### src/rtl/uart_rx_core.sv
// uart_rx_core: 16x-oversampled 8N1 UART receiver with valid/ready holding register.
// Ports: clk_i, rst_i, baud_div_i, rx_en_i, rx_i -> data_o, valid_o, ready_i, frame_err_o, overrun_o, busy_o.
module uart_rx_core #(
    parameter int DATA_WIDTH = 8,
    parameter int DIV_WIDTH  = 16
) (
    input  logic                  clk_i,
    input  logic                  rst_i,
    input  logic [DIV_WIDTH-1:0]  baud_div_i,
    input  logic                  rx_en_i,
    input  logic                  rx_i,
    output logic [DATA_WIDTH-1:0] data_o,
    output logic                  valid_o,
    input  logic                  ready_i,
    output logic                  frame_err_o,
    output logic                  overrun_o,
    output logic                  busy_o
);

    localparam int IW = (DATA_WIDTH > 1) ? $clog2(DATA_WIDTH) : 1;

    typedef enum logic [2:0] {
        IDLE,
        START,
        DATA,
        STOP,
        BRK
    } state_t;

    state_t state, state_n;

    logic [1:0]            sync;
    logic                  rx_s;
    logic [1:0]            fill;
    logic                  armed;
    logic [DIV_WIDTH-1:0]  div_cnt;
    logic [DIV_WIDTH-1:0]  div_last;
    logic                  tick;
    logic [3:0]            tick_cnt;
    logic                  mid_tick;
    logic                  bit_tick;
    logic [IW-1:0]         bit_idx;
    logic                  last_bit;
    logic [DATA_WIDTH-1:0] shift;
    logic                  deliver;
    logic                  ferr;

    assign rx_s     = sync[1];
    assign div_last = (baud_div_i == '0) ? '0 : baud_div_i - 1'b1;
    // >= so a divisor shrunk mid-frame still wraps at the next opportunity
    assign tick     = (state != IDLE) && (div_cnt >= div_last);
    assign mid_tick = tick && (tick_cnt == 4'd7);
    assign bit_tick = tick && (tick_cnt == 4'd15);
    assign last_bit = (bit_idx == IW'(DATA_WIDTH - 1));
    assign busy_o   = (state != IDLE);

    always_ff @(posedge clk_i or posedge rst_i) begin
        if (rst_i) begin
            state <= IDLE;
        end else begin
            state <= state_n;
        end
    end

    always_comb begin
        state_n = state;
        deliver = 1'b0;
        ferr    = 1'b0;
        unique case (state)
            IDLE: begin
                if (rx_en_i && armed && !rx_s) state_n = START;
            end
            START: begin
                if (mid_tick) state_n = rx_s ? IDLE : DATA;
            end
            DATA: begin
                if (bit_tick && last_bit) state_n = STOP;
            end
            STOP: begin
                if (bit_tick) begin
                    if (rx_s) begin
                        deliver = 1'b1;
                        state_n = IDLE;
                    end else begin
                        ferr    = 1'b1;
                        state_n = BRK;
                    end
                end
            end
            BRK: begin
                if (rx_s) state_n = IDLE;
            end
            default: state_n = IDLE;
        endcase
        if ((state != IDLE) && !rx_en_i) begin
            state_n = IDLE;
            deliver = 1'b0;
            ferr    = 1'b0;
        end
    end

    // armed blocks a line that is already low (after reset or a break)
    // from being taken as a start bit until it has been seen high.
    // fill marks when the synchroniser holds real line samples.
    always_ff @(posedge clk_i or posedge rst_i) begin
        if (rst_i) begin
            sync  <= 2'b11;
            fill  <= 2'b00;
            armed <= 1'b0;
        end else begin
            sync <= {sync[0], rx_i};
            fill <= {fill[0], 1'b1};
            if (state_n == BRK) begin
                armed <= 1'b0;
            end else if (fill[1] && rx_s) begin
                armed <= 1'b1;
            end
        end
    end

    always_ff @(posedge clk_i or posedge rst_i) begin
        if (rst_i) begin
            div_cnt  <= '0;
            tick_cnt <= '0;
            bit_idx  <= '0;
            shift    <= '0;
        end else begin
            if ((state == IDLE) || (state_n == IDLE) || tick) begin
                div_cnt <= '0;
            end else begin
                div_cnt <= div_cnt + 1'b1;
            end
            if (state != state_n) begin
                tick_cnt <= '0;
            end else if (tick) begin
                tick_cnt <= tick_cnt + 4'd1;
            end
            if (state != DATA) begin
                bit_idx <= '0;
            end else if (bit_tick) begin
                bit_idx <= bit_idx + 1'b1;
                shift   <= {rx_s, shift[DATA_WIDTH-1:1]};
            end
        end
    end

    always_ff @(posedge clk_i or posedge rst_i) begin
        if (rst_i) begin
            data_o      <= '0;
            valid_o     <= 1'b0;
            frame_err_o <= 1'b0;
            overrun_o   <= 1'b0;
        end else begin
            frame_err_o <= ferr;
            overrun_o   <= deliver && valid_o && !ready_i;
            if (deliver) begin
                if (!valid_o || ready_i) begin
                    data_o  <= shift;
                    valid_o <= 1'b1;
                end
            end else if (ready_i) begin
                valid_o <= 1'b0;
            end
        end
    end

endmodule

### config.mk
export PLATFORM = sky130hd
export DESIGN_NAME = uart_rx_core
export DESIGN_NICKNAME = d
export VERILOG_FILES = /design/src/rtl/uart_rx_core.sv
export SDC_FILE = /design/constraint.sdc
export NUM_CORES = 1
export LEC_CHECK = 0
export ABC_AREA = 1
export BUFFER_PORTS_ARGS = -buffer_cell sky130_fd_sc_hd__buf_2
export CORE_MARGIN = 2
export CORE_UTILIZATION = 40
export CTS_CLUSTER_SIZE = 28
export DETAILED_ROUTE_END_ITERATION = 8
export GPL_ROUTABILITY_DRIVEN = 0
export PLACE_DENSITY = 0.61
export SLEW_MARGIN = 20
export SYNTH_ARGS = -nofsm -noshare
export SYNTH_HDL_FRONTEND = slang
export SYNTH_SLANG_ARGS = --single-unit
export TNS_END_PERCENT = 5
### constraint.sdc
create_clock -name clk_i -period 4.1 [get_ports clk_i]
set_input_delay 0.615 -clock clk_i [delete_from_list [all_inputs] [get_ports clk_i]]
set_output_delay 0.615 -clock clk_i [all_outputs]
set_load 0.03 [all_outputs]
==> results.md <==
* Hold Crit Class: register to register
* Clk buf depth at 2
* # fillers at 731
* Leakage power at 1.79 nW
* Die H at 91.5 um
* Row Count at 31
* Ys flop type: dfrtp_1
* Critical path class: primary input to register
* Number of diodes at 0
* Leading area contributor after synthesis: dfrtp_1
* First-pass GRT wire length at 10300 um
* Routed WL per cell at 10.8 um
* Placed Area at 0.00335 mm^2
* Max-cap violations at 0
* Power per cell area at 303 mW/mm^2
* CTS tree: yes
* Post-synth top area share at 39.2%
* Post-Syn Instances at 396
* Final WL at 5750 um
* Final Max Slew Viols at 0
* Global route overflow at 0
* Delay of the slowest critical-path stage at 260 ps
* TNS Setup at 0 ps
* Synthesized cell area at 0.00306 mm^2
* Worst skew pair latency at 300 ps
* Fmax at 287 MHz
* Avg Inst Size Synth at 7.74 um^2
* Clock Sink Count at 50
* Synth unique cells at 34
* Syn-to-layout area delta at 12.5%
* Worst-margin pin slew at 823 ps
* Most common cell in the netlist: nand2_1
* DR vias/cell at 4.60
* Worst path slowest cell: nand2_2
* Asr flop ratio synth at 100%
* Setup Fix Bufs, Post-CTS at 0
* Unrepaired setup endpoints after global routing: no
* Peak supply drop at 211 uV
* Vias in the first global route at 2379
* DRC viols at 0
* Setup violations, final at 0
* CTS root buf: clkbuf_8
* DP Wirelength at 4490 um
* Hold_buf cts at 0
* Largest net degree at the start of global routing at 51
* Die width at 91.5 um
* Post-synth EDFFs at 0
* Top post-synthesis cells by count: 83 x nand2_1, 62 x inv_1, 60 x nor2_1, 48 x dfrtp_1, 22 x ha_1
* Clock transition at path regs at 90 ps
* WP data arrival at 3670 ps
* Register bit total from synthesis at 50
* Port Buffers at 32
* CP max FO at 16
* Ports at 33
* Final hold violations at 0
* Sequence of cells on the critical path: buf_2 -> inv_1 -> ha_1 -> inv_1 -> nor2_1 -> inv_1 -> nor2_1 -> inv_1 -> nor4_4 -> nand3_1 -> o21ai_0 -> a21o_1 -> ha_1 -> nand2_1 -> o21ai_0 -> a21oi_1 -> nand2_2 -> nand3_4 -> nor2_1 -> o21ai_1 -> nand3_1 -> nand2_2 -> nor2_1
* Total GRT Usage at 14.9%
* Die area at 0.00838 mm^2
* Syn Nets at 439
* Placeable Area at 0.00733 mm^2
* Number of routed nets with antenna violations at 0
* Initial Util at 41.8%
* Nets at 477
* Synth top area cells: dfrtp_1 39%, nand2_1 10%, ha_1 9.0%
* Share of post-route cells with drive strength above 1 at 13.8%
* Post-CTS sizing at 0
* Initial DRT Pass Iterations at 4
* Data required time of the worst path at 4280 ps
* Setup crit end kind: register
* TritonCTS Buffers at 5
* Run status: finished, final reports clean
* Synth warn at 0
* Final setup skew at 13.3 ps
* Tmin final at 3490 ps
* Register area share after synthesis at 40.9%
* Clock H-tree levels at 2
* DR iter-0 viols at 108
* Antenna violations before repair at 0
* Crit share post-route at 85.1%
* Worst slew margin at 45.1%
* CP startpoint kind: primary input
* Vias at 2455
* Final instance area at 0.00345 mm^2
sequential cells by signal, indices dropped and copies added (netlist names), 2 cells and up:
| name | count |
|---|---|
| fill | 2 |
| tick_cnt | 4 |
| sync | 2 |
| bit_idx | 3 |
| data_o | 8 |
| state | 3 |
| shift | 8 |
| div_cnt | 16 |
layout by cell type, fill, tap and decap left out, types with 2 or more instances in the layout:
| cell | netlist | layout |
|---|---|---|
| a21oi_1 | 11 | 11 |
| a22o_1 | 2 | 2 |
| buf_2 | 3 | 32 |
| buf_4 | 0 | 4 |
| clkbuf_8 | 0 | 6 |
| dfrtp_1 | 48 | 48 |
| dfstp_2 | 2 | 2 |
| ha_1 | 22 | 22 |
| inv_1 | 62 | 61 |
| nand2_1 | 83 | 83 |
| nand2_2 | 3 | 3 |
| nand3_1 | 19 | 19 |
| nand3b_1 | 4 | 4 |
| nand4_1 | 8 | 8 |
| nor2_1 | 60 | 60 |
| nor3_1 | 7 | 7 |
| nor4_1 | 3 | 3 |
| nor4_4 | 2 | 2 |
| o21ai_0 | 21 | 21 |
| o21ai_1 | 3 | 3 |
| or2_2 | 3 | 3 |
| xnor2_1 | 2 | 2 |
| xor2_1 | 15 | 15 |
final cells by class:
| type | instances | area [um^2] | area share [%] |
|---|---|---|---|
| clock buffer | 6 | 82.6 | 2.39 |
| multi-input combinational | 278 | 1540 | 44.8 |
| tap | 99 | 124 | 3.59 |
| timing repair buffer | 36 | 190 | 5.52 |
| clock inverter | 2 | 16.3 | 0.472 |
| inverter | 63 | 238 | 6.89 |
| sequential | 50 | 1250 | 36.4 |
cell families (layout without fill, tap and decap cells):
family          after synthesis  count (layout)  share of synthesized area [%]
other cells                   1               1                          0.122
compound gates               43              43                           7.84
flops                        50              50                           40.9
buf+inv                      68             107                           8.70
fa+ha+maj                    22              22                           8.98
simple gates                195             195                           28.6
xor+xnor                     17              17                           4.86
report_power, final:
part	internal [mW]	leakage, nW	switching, mW
Sequential	0.507	0.643	0.0128
Combinational	0.0652	1.10	0.157
Clock	0.139	0.0478	0.165
Total	0.711	1.79	0.336
worst max-delay path: cells and delay by family:
kind | cells | cell delay (ps)
AO/OA/AOI/OAI | 5 | 770
buffers and inverters | 5 | 400
AND/OR/NAND/NOR | 11 | 1480
adder cells (fa/ha/maj) | 2 | 410
metrics by stage:
stage / utilization [%] / hold WS, ps / setup WS (ps) / instances / total power [mW]
after floorplan: - / 331 / 625 / 396 / 0.700
after global placement: 45.7 / 333 / 285 / 526 / 0.751
after detailed placement: 45.7 / 335 / 243 / 526 / 0.754
after CTS: 47.0 / 355 / 572 / 534 / 1.06
after global routing: 47.0 / 347 / 149 / 534 / 1.12
final: 47.0 / 347 / 610 / 534 / 1.05
worst paths after layout:
kind / slack, ps / to / start / cells after the start
setup / recovery: 610 / div_cnt[14] / baud_div_i[0] / 23
hold / removal: 350 / sync[1] / sync[0] / 0
setup reg to reg: 1750 / div_cnt[14] / div_cnt[3] / 16
hold reg to reg: 350 / sync[1] / sync[0] / 0
max in group asynchronous: 3170 / frame_err_o / rst_i / 2
min in group asynchronous: 430 / data_o[7] / rst_i / 2
routing by layer:
layer | global-route usage, % | routed length (um) | vias to the layer above
met5 | 0 | 0 | -
met4 | 4.80 | 54 | 0
met3 | 3.15 | 187 | 5
met2 | 24.4 | 2640 | 35
met1 | 19.7 | 2860 | 1083
li1 | - | - | 1332
No activity file was read; power rests on OpenSTA's default activity.
